`src/rtl/vxe_txn_pkg.sv`:
```
`default_nettype none
// ============================================================================
// Module   : vxe_txn_pkg
// Purpose  : Shared widths and half-select constants for VxE request encoders.
// Revision : 1.0
// ============================================================================
package vxe_txn_pkg;
   localparam int VXE_TXN_REQD_W  = 72;
   localparam int VXE_TXN_BEN_LSB = 64;
   localparam int VXE_TXN_DATA_W  = 64;

   localparam logic LO = 1'b0;
   localparam logic HI = 1'b1;
endpackage
`default_nettype wire

```
`src/rtl/vxe_txnreqd_fifo.sv`:
```
`default_nettype none
// ============================================================================
// Module   : vxe_txnreqd_fifo
// Purpose  : Parameterised synchronous FIFO with occupancy count.
// Revision : 1.0
// ============================================================================
module vxe_txnreqd_fifo #(
   parameter int WIDTH = 72,
   parameter int DEPTH = 2,
   parameter int CW    = $clog2(DEPTH) + 1
) (
   input  logic             clk,
   input  logic             rst,
   input  logic             i_push,
   input  logic [WIDTH-1:0] i_push_dat,
   input  logic             i_pop,
   output logic             o_vld,
   output logic [WIDTH-1:0] o_dat,
   output logic [CW-1:0]    o_count
);
   localparam int AW = $clog2(DEPTH);

   logic [WIDTH-1:0] r_mem [DEPTH];
   logic [AW-1:0]    r_wr_ptr;
   logic [AW-1:0]    r_rd_ptr;
   logic [CW-1:0]    r_count;
   logic             w_push;
   logic             w_pop;

   // A push is refused at full even if a pop happens in the same cycle.
   assign w_push  = i_push && (r_count != CW'(DEPTH));
   assign w_pop   = i_pop && (r_count != '0);
   assign o_vld   = (r_count != '0);
   assign o_dat   = r_mem[r_rd_ptr];
   assign o_count = r_count;

   always_ff @(posedge clk or posedge rst) begin
      if (rst) begin
         r_wr_ptr <= '0;
         r_rd_ptr <= '0;
         r_count  <= '0;
         for (int i = 0; i < DEPTH; i++) begin
            r_mem[i] <= '0;
         end
      end else begin
         if (w_push) begin
            r_mem[r_wr_ptr] <= i_push_dat;
            r_wr_ptr        <= r_wr_ptr + AW'(1);
         end
         if (w_pop) begin
            r_rd_ptr <= r_rd_ptr + AW'(1);
         end
         if (w_push && !w_pop) begin
            r_count <= r_count + CW'(1);
         end else if (!w_push && w_pop) begin
            r_count <= r_count - CW'(1);
         end
      end
   end
endmodule
`default_nettype wire

```
`src/rtl/vxe_txnreqd_packer.sv`:
```
`default_nettype none
// ============================================================================
// Module   : vxe_txnreqd_packer
// Purpose  : Packs 32-bit store words into 72-bit request data beats.
// Revision : 1.0
// ============================================================================
module vxe_txnreqd_packer
   import vxe_txn_pkg::*;
#(
   parameter int DEPTH = 2
) (
   input  logic                      clk,
   input  logic                      rst,
   input  logic                      i_wr_vld,
   output logic                      o_wr_rdy,
   input  logic [31:0]               i_wr_data,
   input  logic [3:0]                i_wr_ben,
   input  logic                      i_wr_hi,
   input  logic                      i_wr_last,
   output logic [VXE_TXN_REQD_W-1:0] o_req_vec_dat,
   output logic                      o_req_vld,
   input  logic                      i_req_rdy
);
   localparam int CW = $clog2(DEPTH) + 1;

   logic [VXE_TXN_DATA_W-1:0] r_acc_data;
   logic [7:0]                r_acc_ben;
   logic [1:0]                r_used;
   logic                      r_flush_pend;

   logic [VXE_TXN_DATA_W-1:0] w_acc_data;
   logic [7:0]                w_acc_ben;
   logic [1:0]                w_used;
   logic                      w_flush_pend;
   logic [VXE_TXN_DATA_W-1:0] w_word_data;
   logic [7:0]                w_word_ben;
   logic [1:0]                w_word_oh;
   logic                      w_used_tgt;
   logic                      w_used_oth;
   logic                      w_push;
   logic [VXE_TXN_REQD_W-1:0] w_push_dat;
   logic                      w_accept;
   logic                      w_full;
   logic [CW-1:0]             w_count;

   assign w_full   = (w_count == CW'(DEPTH));
   assign o_wr_rdy = !w_full && !r_flush_pend;
   assign w_accept = i_wr_vld && o_wr_rdy;

   // Incoming word placed in its target half, other half zeroed.
   assign w_word_data = (i_wr_hi == HI) ? {i_wr_data, 32'h0} : {32'h0, i_wr_data};
   assign w_word_ben  = (i_wr_hi == HI) ? {i_wr_ben, 4'h0}   : {4'h0, i_wr_ben};
   assign w_word_oh   = (i_wr_hi == HI) ? 2'b10 : 2'b01;
   assign w_used_tgt  = (i_wr_hi == HI) ? r_used[HI] : r_used[LO];
   assign w_used_oth  = (i_wr_hi == HI) ? r_used[LO] : r_used[HI];

   always_comb begin
      w_acc_data   = r_acc_data;
      w_acc_ben    = r_acc_ben;
      w_used       = r_used;
      w_flush_pend = r_flush_pend;
      w_push       = 1'b0;
      w_push_dat   = {r_acc_ben, r_acc_data};
      if (r_flush_pend) begin
         if (!w_full) begin
            w_push       = 1'b1;
            w_acc_data   = '0;
            w_acc_ben    = '0;
            w_used       = '0;
            w_flush_pend = 1'b0;
         end
      end else if (w_accept) begin
         if (!w_used_tgt) begin
            if (i_wr_last || w_used_oth) begin
               w_push     = 1'b1;
               w_push_dat = {r_acc_ben | w_word_ben, r_acc_data | w_word_data};
               w_acc_data = '0;
               w_acc_ben  = '0;
               w_used     = '0;
            end else begin
               w_acc_data = r_acc_data | w_word_data;
               w_acc_ben  = r_acc_ben | w_word_ben;
               w_used     = r_used | w_word_oh;
            end
         end else begin
            // Collision: emit what we have and restart with the new word.
            w_push       = 1'b1;
            w_acc_data   = w_word_data;
            w_acc_ben    = w_word_ben;
            w_used       = w_word_oh;
            w_flush_pend = i_wr_last;
         end
      end
   end

   always_ff @(posedge clk or posedge rst) begin
      if (rst) begin
         r_acc_data   <= '0;
         r_acc_ben    <= '0;
         r_used       <= '0;
         r_flush_pend <= 1'b0;
      end else begin
         r_acc_data   <= w_acc_data;
         r_acc_ben    <= w_acc_ben;
         r_used       <= w_used;
         r_flush_pend <= w_flush_pend;
      end
   end

   vxe_txnreqd_fifo #(
      .WIDTH (VXE_TXN_REQD_W),
      .DEPTH (DEPTH),
      .CW    (CW)
   ) u_fifo (
      .clk        (clk),
      .rst        (rst),
      .i_push     (w_push),
      .i_push_dat (w_push_dat),
      .i_pop      (i_req_rdy),
      .o_vld      (o_req_vld),
      .o_dat      (o_req_vec_dat),
      .o_count    (w_count)
   );
endmodule
`default_nettype wire

```
`config.mk`:
```
export PLATFORM = sky130hd
export DESIGN_NAME = vxe_txnreqd_packer
export DESIGN_NICKNAME = d
export VERILOG_FILES = /design/src/rtl/vxe_txn_pkg.sv /design/src/rtl/vxe_txnreqd_fifo.sv /design/src/rtl/vxe_txnreqd_packer.sv
export SDC_FILE = /design/constraint.sdc
export NUM_CORES = 1
export LEC_CHECK = 0
export CELL_PAD_IN_SITES_DETAIL_PLACEMENT = 0
export CELL_PAD_IN_SITES_GLOBAL_PLACEMENT = 1
export CORE_ASPECT_RATIO = 0.75
export CORE_MARGIN = 3
export CORE_UTILIZATION = 47
export DETAILED_ROUTE_END_ITERATION = 10
export HOLD_SLACK_MARGIN = 0.05
export PLACE_DENSITY = 0.91
export SLEW_MARGIN = 20
export SYNTH_ARGS = -nofsm -noshare
export SYNTH_HDL_FRONTEND = slang
export SYNTH_SLANG_ARGS = --single-unit
export TNS_END_PERCENT = 5
```
`constraint.sdc`:
```
create_clock -name clk -period 13 [get_ports clk]
set_input_delay 3.9 -clock clk [delete_from_list [all_inputs] [get_ports clk]]
set_output_delay 3.9 -clock clk [all_outputs]
set_load 0.02 [all_outputs]
```
==> results.md, run 1 <==
* Clk sinks at 223
* Antenna violations before repair at 1
* Via count at 7,149
* Area of the die at 22,000 sq um
* Top Layer Used: met5
* Highest net fanout along the worst path at 73
* Total number of yosys warnings at 0
* Clock edge transition at the registers on the reported setup and hold paths at 60 ps
* Power per cell area at 308 nW/um^2
* Primary flip-flop cell chosen by synthesis mapping: sky130_fd_sc_hd__dfrtp_1
* Post-CTS setup buffers at 0
* Standard-cell rows at 44
* Number of maximum-capacitance constraint violations at 0
* Total CTS buffers at 22
* TritonCTS clock tree: built
* Final total power at 3.56 mW
* Core area at 19,600 sq um
* Adder-cell share of the synthesized area at 0.132%
* Final hold violation count at 0
* Count of flip-flops with a built-in enable after synthesis at 0
* Sequential-to-total area share from yosys stat at 58.7%
* Worst relative slew slack at 26.4%
* Max Clock Freq at 151 MHz
* Number of nets with antenna violations after routing at 0
* Detailed placement HPWL at 13,800 um
* Dominant combinational cell family by area after synthesis: compound AO/OA/AOI/OAI gates
* Wire length on met3 at 1160 um
* Number of failing setup endpoints in the final timing report at 0
* Final min period at 6610 ps
* CTS Root Buffer Type: sky130_fd_sc_hd__clkbuf_16
* Syn Area/Cell at 10.5 sq um
* Ordered cell list for the critical path: mux2_2 > clkdlybuf4s50_1
* Final wirelength at 23,500 um
* Cell family with the largest share of critical-path delay: flip-flops
* Share of synthesized registers carrying an async set or reset at 100%
* Post-Synth Simple-Gate Area at 9.63%
* Clock latency on the worst-skew pair at 500 ps
* Leakage component of the power at 4.84 nW
* Number of port buffers at 115
* Quantity of gates resized following cts at 0
* Slowest-stage cell, CP: sky130_fd_sc_hd__dfrtp_4
* Remaining global-route overflow at 0
* Area fraction in compound gates after synthesis at 19.3%
* RD Place Congestion at 0.789
* CP Data Required Time at 9100 ps
* Final worst-path cycle share at 50.9%
* Initial Util at 48.5%
* Worst hold path class: register to register
* XOR/XNOR share of the synthesized area at 0.461%
* IR Drop Worst-Case VDD at 155 uV
* Average via count per standard cell at 5.71
* Final cell utilization of the core at 59.0%
* Most common cell after layout, fill and taps aside: sky130_fd_sc_hd__dfrtp_1
* Final number of max-transition violations at 0
* Crit Path Category: register to output port
* Mux contribution to synthesized area at 8.53%
* Net count, final at 1,027
* Synth Register Bits at 223
* Wire per inst at 18.8 um
* Kind of end point of the critical path: output port
* Largest net degree at the start of global routing at 154
* Wire length the detailed router placed on met1 at 11,300 um
* Post-route clock skew at 9.42 ps
* Area added between synthesis and finish at 21.5%
* Transition time of the tightest slew-check pin at 1100 ps
* Worst slack after detailed placement at 6190 ps
* Unrepaired setup endpoints after global routing: false
* DRC violations left at 0
* Highest cell delay on the worst timing path at 1140 ps
* Library cells used by synthesis at 32
* Buffer depth of the longest clock path at 3
* Sum of negative setup slack at 0 ps
* Startpoint type of the worst setup path: register
* CP Buf/Inv Count at 1
* First-iteration detailed-routing DRC count at 556
* # H-tree levels at 1
* Final antenna diode count at 0
* Die Width at 170 um
* Synthesized instance count at 903
* Total of fill cells in the finished design at 1,646
* First-pass GRT wire length at 37,700 um
* Post-Synthesis Cell Area at 9510 sq um
* Leading cell types in the layout, fill and taps excluded: sky130_fd_sc_hd__dfrtp_1 (222), sky130_fd_sc_hd__a21oi_1 (217), sky130_fd_sc_hd__nor2_1 (151)
* Vertical die dimension at 129 um
* Quantity of hold-fixing buffers added after cts at 0
* Worst Path Arrival at 2710 ps
* I/O pin count at 116
* Gr usage total at 21.2%
* Detailed Routing Iterations Pass 1 at 5
* Run status: finished clean
* Met2 routed wirelength at 10,700 um
* Fraction of layout cells with a size suffix above 1 at 13.2%
* Worst setup margin at 6390 ps
* Post-Syn Nets at 946
* Via count of the first global-routing pass at 7,045
-- cell families (layout without fill, tap and decap cells) --
family | count (synthesis) | count (layout)
DFF | 223 | 223
buffers and inverters | 71 | 168
xor gates and xnor gates | 5 | 5
and+or+nand+nor | 213 | 213
muxes | 72 | 72
adders and majority gates | 1 | 1
AOI/OAI and AO/OA | 318 | 318
-- synth_stat cells, types with 3 or more instances --
cell                       instances  area (sq um)
sky130_fd_sc_hd__buf_2            27           135
sky130_fd_sc_hd__nand3b_1          5          37.5
sky130_fd_sc_hd__mux2_2           72           811
sky130_fd_sc_hd__clkbuf_1         38           143
sky130_fd_sc_hd__nand2_1          40           150
sky130_fd_sc_hd__a31oi_1           5          31.3
sky130_fd_sc_hd__xnor2_1           3          26.3
sky130_fd_sc_hd__a22oi_1          23           173
sky130_fd_sc_hd__a21oi_1         217          1090
sky130_fd_sc_hd__a22o_1           44           385
sky130_fd_sc_hd__nor2_1          151           567
sky130_fd_sc_hd__o21ai_0          25           125
sky130_fd_sc_hd__dfrtp_1         223          5580
sky130_fd_sc_hd__buf_4             3          22.5
-- routing by layer --
metal,track usage [%],vias to the layer above
li1,-,3338
met4,4.10,2
met2,33.7,209
met1,31.6,3566
met5,0,-
met3,3.17,34
-- through the flow --
stage | instance area, sq um | hold slack (ps) | cells
after floorplan | 9510 | 448 | 903
after global placement | 10800 | 470 | 1213
after detailed placement | 10800 | 489 | 1213
after CTS | 11500 | 506 | 1253
after global routing | 11600 | 518 | 1253
final | 11600 | 500 | 1253
-- path summary, 6_finish.rpt --
kind / from / to / slack (ps) / cells past startpoint
worst min-delay path: u_fifo.o_count[1]$_DFFE_PP0P_ / u_fifo.o_count[1]$_DFFE_PP0P_ / 500 / 1
worst max register to register: r_used[1]$_DFFE_PP0P_ / u_fifo.o_count[1]$_DFFE_PP0P_ / 10160 / 7
worst max-delay path: u_fifo.r_rd_ptr$_DFFE_PP0P_ / o_req_vec_dat[10] / 6390 / 2
worst min register to register: u_fifo.o_count[1]$_DFFE_PP0P_ / u_fifo.o_count[1]$_DFFE_PP0P_ / 500 / 1
max in group asynchronous: rst / u_fifo.r_rd_ptr$_DFFE_PP0P_ / 7470 / 3
min in group asynchronous: rst / u_fifo.r_mem[65]$_DFFE_PP0P_ / 3900 / 2
-- state kept, by name (all words and copies together) (netlist names) --
register	cells
u_fifo.r_wr_ptr	1
r_flush_pend	1
u_fifo.r_mem	144
r_acc_data	64
u_fifo.r_rd_ptr	1
u_fifo.o_count	2
r_used	2
r_acc_ben	8
-- report_power, final --
group          switching (mW)  leakage (nW)  total [mW]  internal (mW)
sequential              0.244          2.72        1.29           1.04
combinational           0.857          1.75        1.61          0.750
clock                   0.272         0.375       0.668          0.396
-- layout make-up --
| class | instances | area (sq um) | area share, % |
|---|---|---|---|
| multi-input cells | 609 | 3630 | 31.4 |
| clock buffers | 27 | 611 | 5.28 |
| inverters | 2 | 20.0 | 0.173 |
| repair buffers | 126 | 1240 | 10.7 |
| flip-flops and latches | 223 | 5580 | 48.3 |
| well taps | 253 | 317 | 2.74 |
| clock inverters | 13 | 156 | 1.35 |
Power figures use the tool's default switching activity.
==> run 2: changes to the inputs <==
- CORE_UTILIZATION: 47 -> 40
- PLACE_DENSITY: 0.91 -> 0.83
- clock period: 13 -> 5.3 ns (I/O delays scaled with it)
==> run 2 against run 1 <==
Against the previous run:
- largest power group unchanged
- sequential share of layout area decreased by 0.64 points
- via count about the same
- sequential cell count unchanged
- register-to-register slack got worse by 7300 ps
- combinational power increased by 150%
- non-clock buffer count increased by 3
- global-route usage decreased by 3.0 points
- hold slack got worse by 5.7 ps
- power increased by 150%
- wire length increased by 0.88%
- largest cell class unchanged
- clock power increased to 2.6 times the previous value
- clock-buffer cell count increased by 2
==> results.md, run 2 (synthesized netlist as in run 1, its figures left out) <==
* CP Data Required Time at 3710 ps (-5390 ps)
* Hold slack final at 494 ps (-5.74 ps)
* Detailed placement HPWL at 14,300 um (+3.5%)
* Flip-flop count of the largest register, all copies and words added at 144 (unchanged)
* Number of nets with antenna violations after routing at 0 (unchanged)
* Die Width at 184 um (+8.1%)
* Registers with the highest flip-flop counts: u_fifo.r_mem x144, r_acc_data x64, r_acc_ben x8
* Proportion of total power due to net switching at 37.8% (-0.74 points)
* Placed cell areas at 10,900 sq um (+1.0%)
* Power share of the clock group at 19.7% (+0.9 points)
* Flop2flop setup slack at 2900 ps (-7260 ps)
* Largest net degree at the start of global routing at 183 (+19%)
* CP Buf/Inv Count at 2 (+1)
* Unrepaired setup endpoints after global routing: false
* Total CTS buffers at 23 (+4.5%)
* Clock latency on the worst-skew pair at 500 ps (about the same)
* Highest net fanout along the worst path at 42 (-42%)
* Final worst-path cycle share at 81.0%
* Wire per inst at 18.2 um (-2.9%)
* CTS Root Buffer Type: sky130_fd_sc_hd__clkbuf_16
* Post-layout instance count excluding filler cells at 1,302 (+3.9%)
* Vertical die dimension at 140 um (+8.0%)
* Worst hold path class: register to register
* Leading cell types in the layout, fill and taps excluded: sky130_fd_sc_hd__dfrtp_1 (222), sky130_fd_sc_hd__a21oi_1 (217), sky130_fd_sc_hd__nor2_1 (151)
* Highest cell delay on the worst timing path at 850 ps (-290 ps)
* Dpl cells at 1,263 (+4.1%)
* Worst slack after detailed placement at 1360 ps (-4830 ps)
* Share of power burned in registers at 35.1% (-1.0 points)
* Area of the die at 25,700 sq um (+17%)
* Transition time of the tightest slew-check pin at 1050 ps (-54.0 ps)
* Power per cell area at 756 nW/um^2 (+150%)
* Leakage component of the power at 4.89 nW (+0.95%)
* Crit Path Category: register to output port
* Clock edge transition at the registers on the reported setup and hold paths at 60 ps (about the same)
* Final total power at 8.85 mW (+150%)
* Sum of negative setup slack at 0 ps (unchanged)
* Number of failing setup endpoints in the final timing report at 0 (unchanged)
* TritonCTS clock tree: built
* Initial Util at 41.0% (-7.5 points)
* Worst Path Arrival at 2700 ps (about the same)
* Quantity of hold-fixing buffers added after cts at 0 (unchanged)
* I/O pin count at 116 (unchanged)
* Number of maximum-capacitance constraint violations at 0 (unchanged)
* Final hold violation count at 0 (unchanged)
* Quantity of gates resized following cts at 0 (unchanged)
* Slowest-stage cell, CP: sky130_fd_sc_hd__dfrtp_4
* Area added between synthesis and finish at 23.1%
* Remaining global-route overflow at 0 (unchanged)
* Number of port buffers at 115 (unchanged)
* Post-route clock skew at 7.43 ps (-1.99 ps)
* Cell area after layout at 11,700 sq um (+1.3%)
* Core area at 23,200 sq um (+18%)
* Via count at 7,145 (-0.056%)
* Clk sinks at 223 (unchanged)
* Max Clock Freq at 233 MHz
* First-iteration detailed-routing DRC count at 638 (+15%)
* Detailed Routing Iterations Pass 1 at 5 (unchanged)
* Area used by multi-input combinational logic at 3630 sq um (+0.10%)
* Cell family with the largest share of critical-path delay: buffers and inverters
* Final min period at 4290 ps
* Run status: finished clean
* DRC violations left at 0 (unchanged)
* Standard-cell rows at 48 (+9.1%)
* Logic gate share of total power at 45.2% (about the same)
* Worst relative slew slack at 30.0% (+3.6 points)
* Antenna violations before repair at 0 (-1)
* Switch Pwr at 3.35 mW (+140%)
* Internal power at 5.51 mW (+150%)
* Reg with most FFs: u_fifo.r_mem
* Startpoint type of the worst setup path: register
* Most common cell after layout, fill and taps aside: sky130_fd_sc_hd__dfrtp_1
* Final wirelength at 23,700 um (+0.88%)
* Buffer depth of the longest clock path at 3 (unchanged)
* Fraction of layout cells with a size suffix above 1 at 13.7% (+0.47 points)
* IR Drop Worst-Case VDD at 353 uV (+130%)
* Worst setup margin at 1010 ps (-5380 ps)
* Net count, final at 1,031 (+0.39%)
* RD Place Congestion at 0.776 (-1.7%)
* Total of fill cells in the finished design at 2,095 (+27%)
* Via count of the first global-routing pass at 6,777 (-3.8%)
* Flip-flop and latch area at 5580 sq um (unchanged)
* Gr usage total at 18.2% (-3.0 points)
* # H-tree levels at 1 (unchanged)
* Ordered cell list for the critical path: buf_4 > mux2_2 > clkdlybuf4s50_1
* Final antenna diode count at 0 (unchanged)
* First-pass GRT wire length at 38,100 um (+0.97%)
* Average via count per standard cell at 5.49 (-3.8%)
* Final cell utilization of the core at 50.5% (-8.4 points)
* Final number of max-transition violations at 0 (unchanged)
* Post-CTS setup buffers at 0 (unchanged)
* Kind of end point of the critical path: output port
[run 2: cell count changes in the layout (fill, tap and decap cells not counted), sizes merged]
| cell | change |
|---|---|
| buf | +4 |
| clkdlybuf4s50 | -1 |
| clkinv | -5 |
| bufinv | +2 |
| clkbuf | +2 |
[run 2: path summary, 6_finish.rpt]
check / start / cells past startpoint / end
max in group asynchronous: rst / 3 / u_fifo.r_rd_ptr$_DFFE_PP0P_
worst max register to register: u_fifo.o_count[0]$_DFFE_PP0P_ / 7 / u_fifo.o_count[1]$_DFFE_PP0P_
worst max-delay path: u_fifo.r_rd_ptr$_DFFE_PP0P_ / 3 / o_req_vec_dat[12]
worst min register to register: u_fifo.o_count[1]$_DFFE_PP0P_ / 1 / u_fifo.o_count[1]$_DFFE_PP0P_
min in group asynchronous: rst / 3 / u_fifo.r_mem[136]$_DFFE_PP0P_
worst min-delay path: u_fifo.o_count[1]$_DFFE_PP0P_ / 1 / u_fifo.o_count[1]$_DFFE_PP0P_
[run 2: per-layer routing]
layer  vias to the layer above  global-route usage [%]  share of wire, %  wire, um
li1                       3344                       -                 -         -
met1                      3548                    29.2                51     12000
met2                       229                    26.1                42      9990
met3                        24                    3.42               6.2      1470
met4                         0                    2.86               1.1       263
met5                         -                       0                 0         0
[run 2: area by class of cell]
class | instances | area share [%]
clock buffer | 29 | 5.45
clock inverter | 10 | 1.52
inverter | 2 | 0.0962
multi-input combinational | 609 | 31.0
sequential | 223 | 47.7
tap | 300 | 3.21
timing repair buffer | 129 | 11.0
[run 2: worst register-to-register path, cell delays in order (launching register included)]
cell and delay (ps):
sky130_fd_sc_hd__dfrtp_1 440, sky130_fd_sc_hd__nor2b_2 590, sky130_fd_sc_hd__or3_2 590, sky130_fd_sc_hd__inv_1 90, sky130_fd_sc_hd__ha_1 200, sky130_fd_sc_hd__xor2_1 140
sky130_fd_sc_hd__nor2_1 120, sky130_fd_sc_hd__xor2_1 160
[run 2: power by group through the flow]
stage	Clock, mW	Sequential, mW	Combinational [mW]
after global placement	0	3.10	3.94
after detailed placement	0	3.11	4.02
after CTS	1.78	3.10	4.04
final	1.74	3.11	4.00
after global routing	1.86	3.21	4.38
after floorplan	0	2.91	2.70
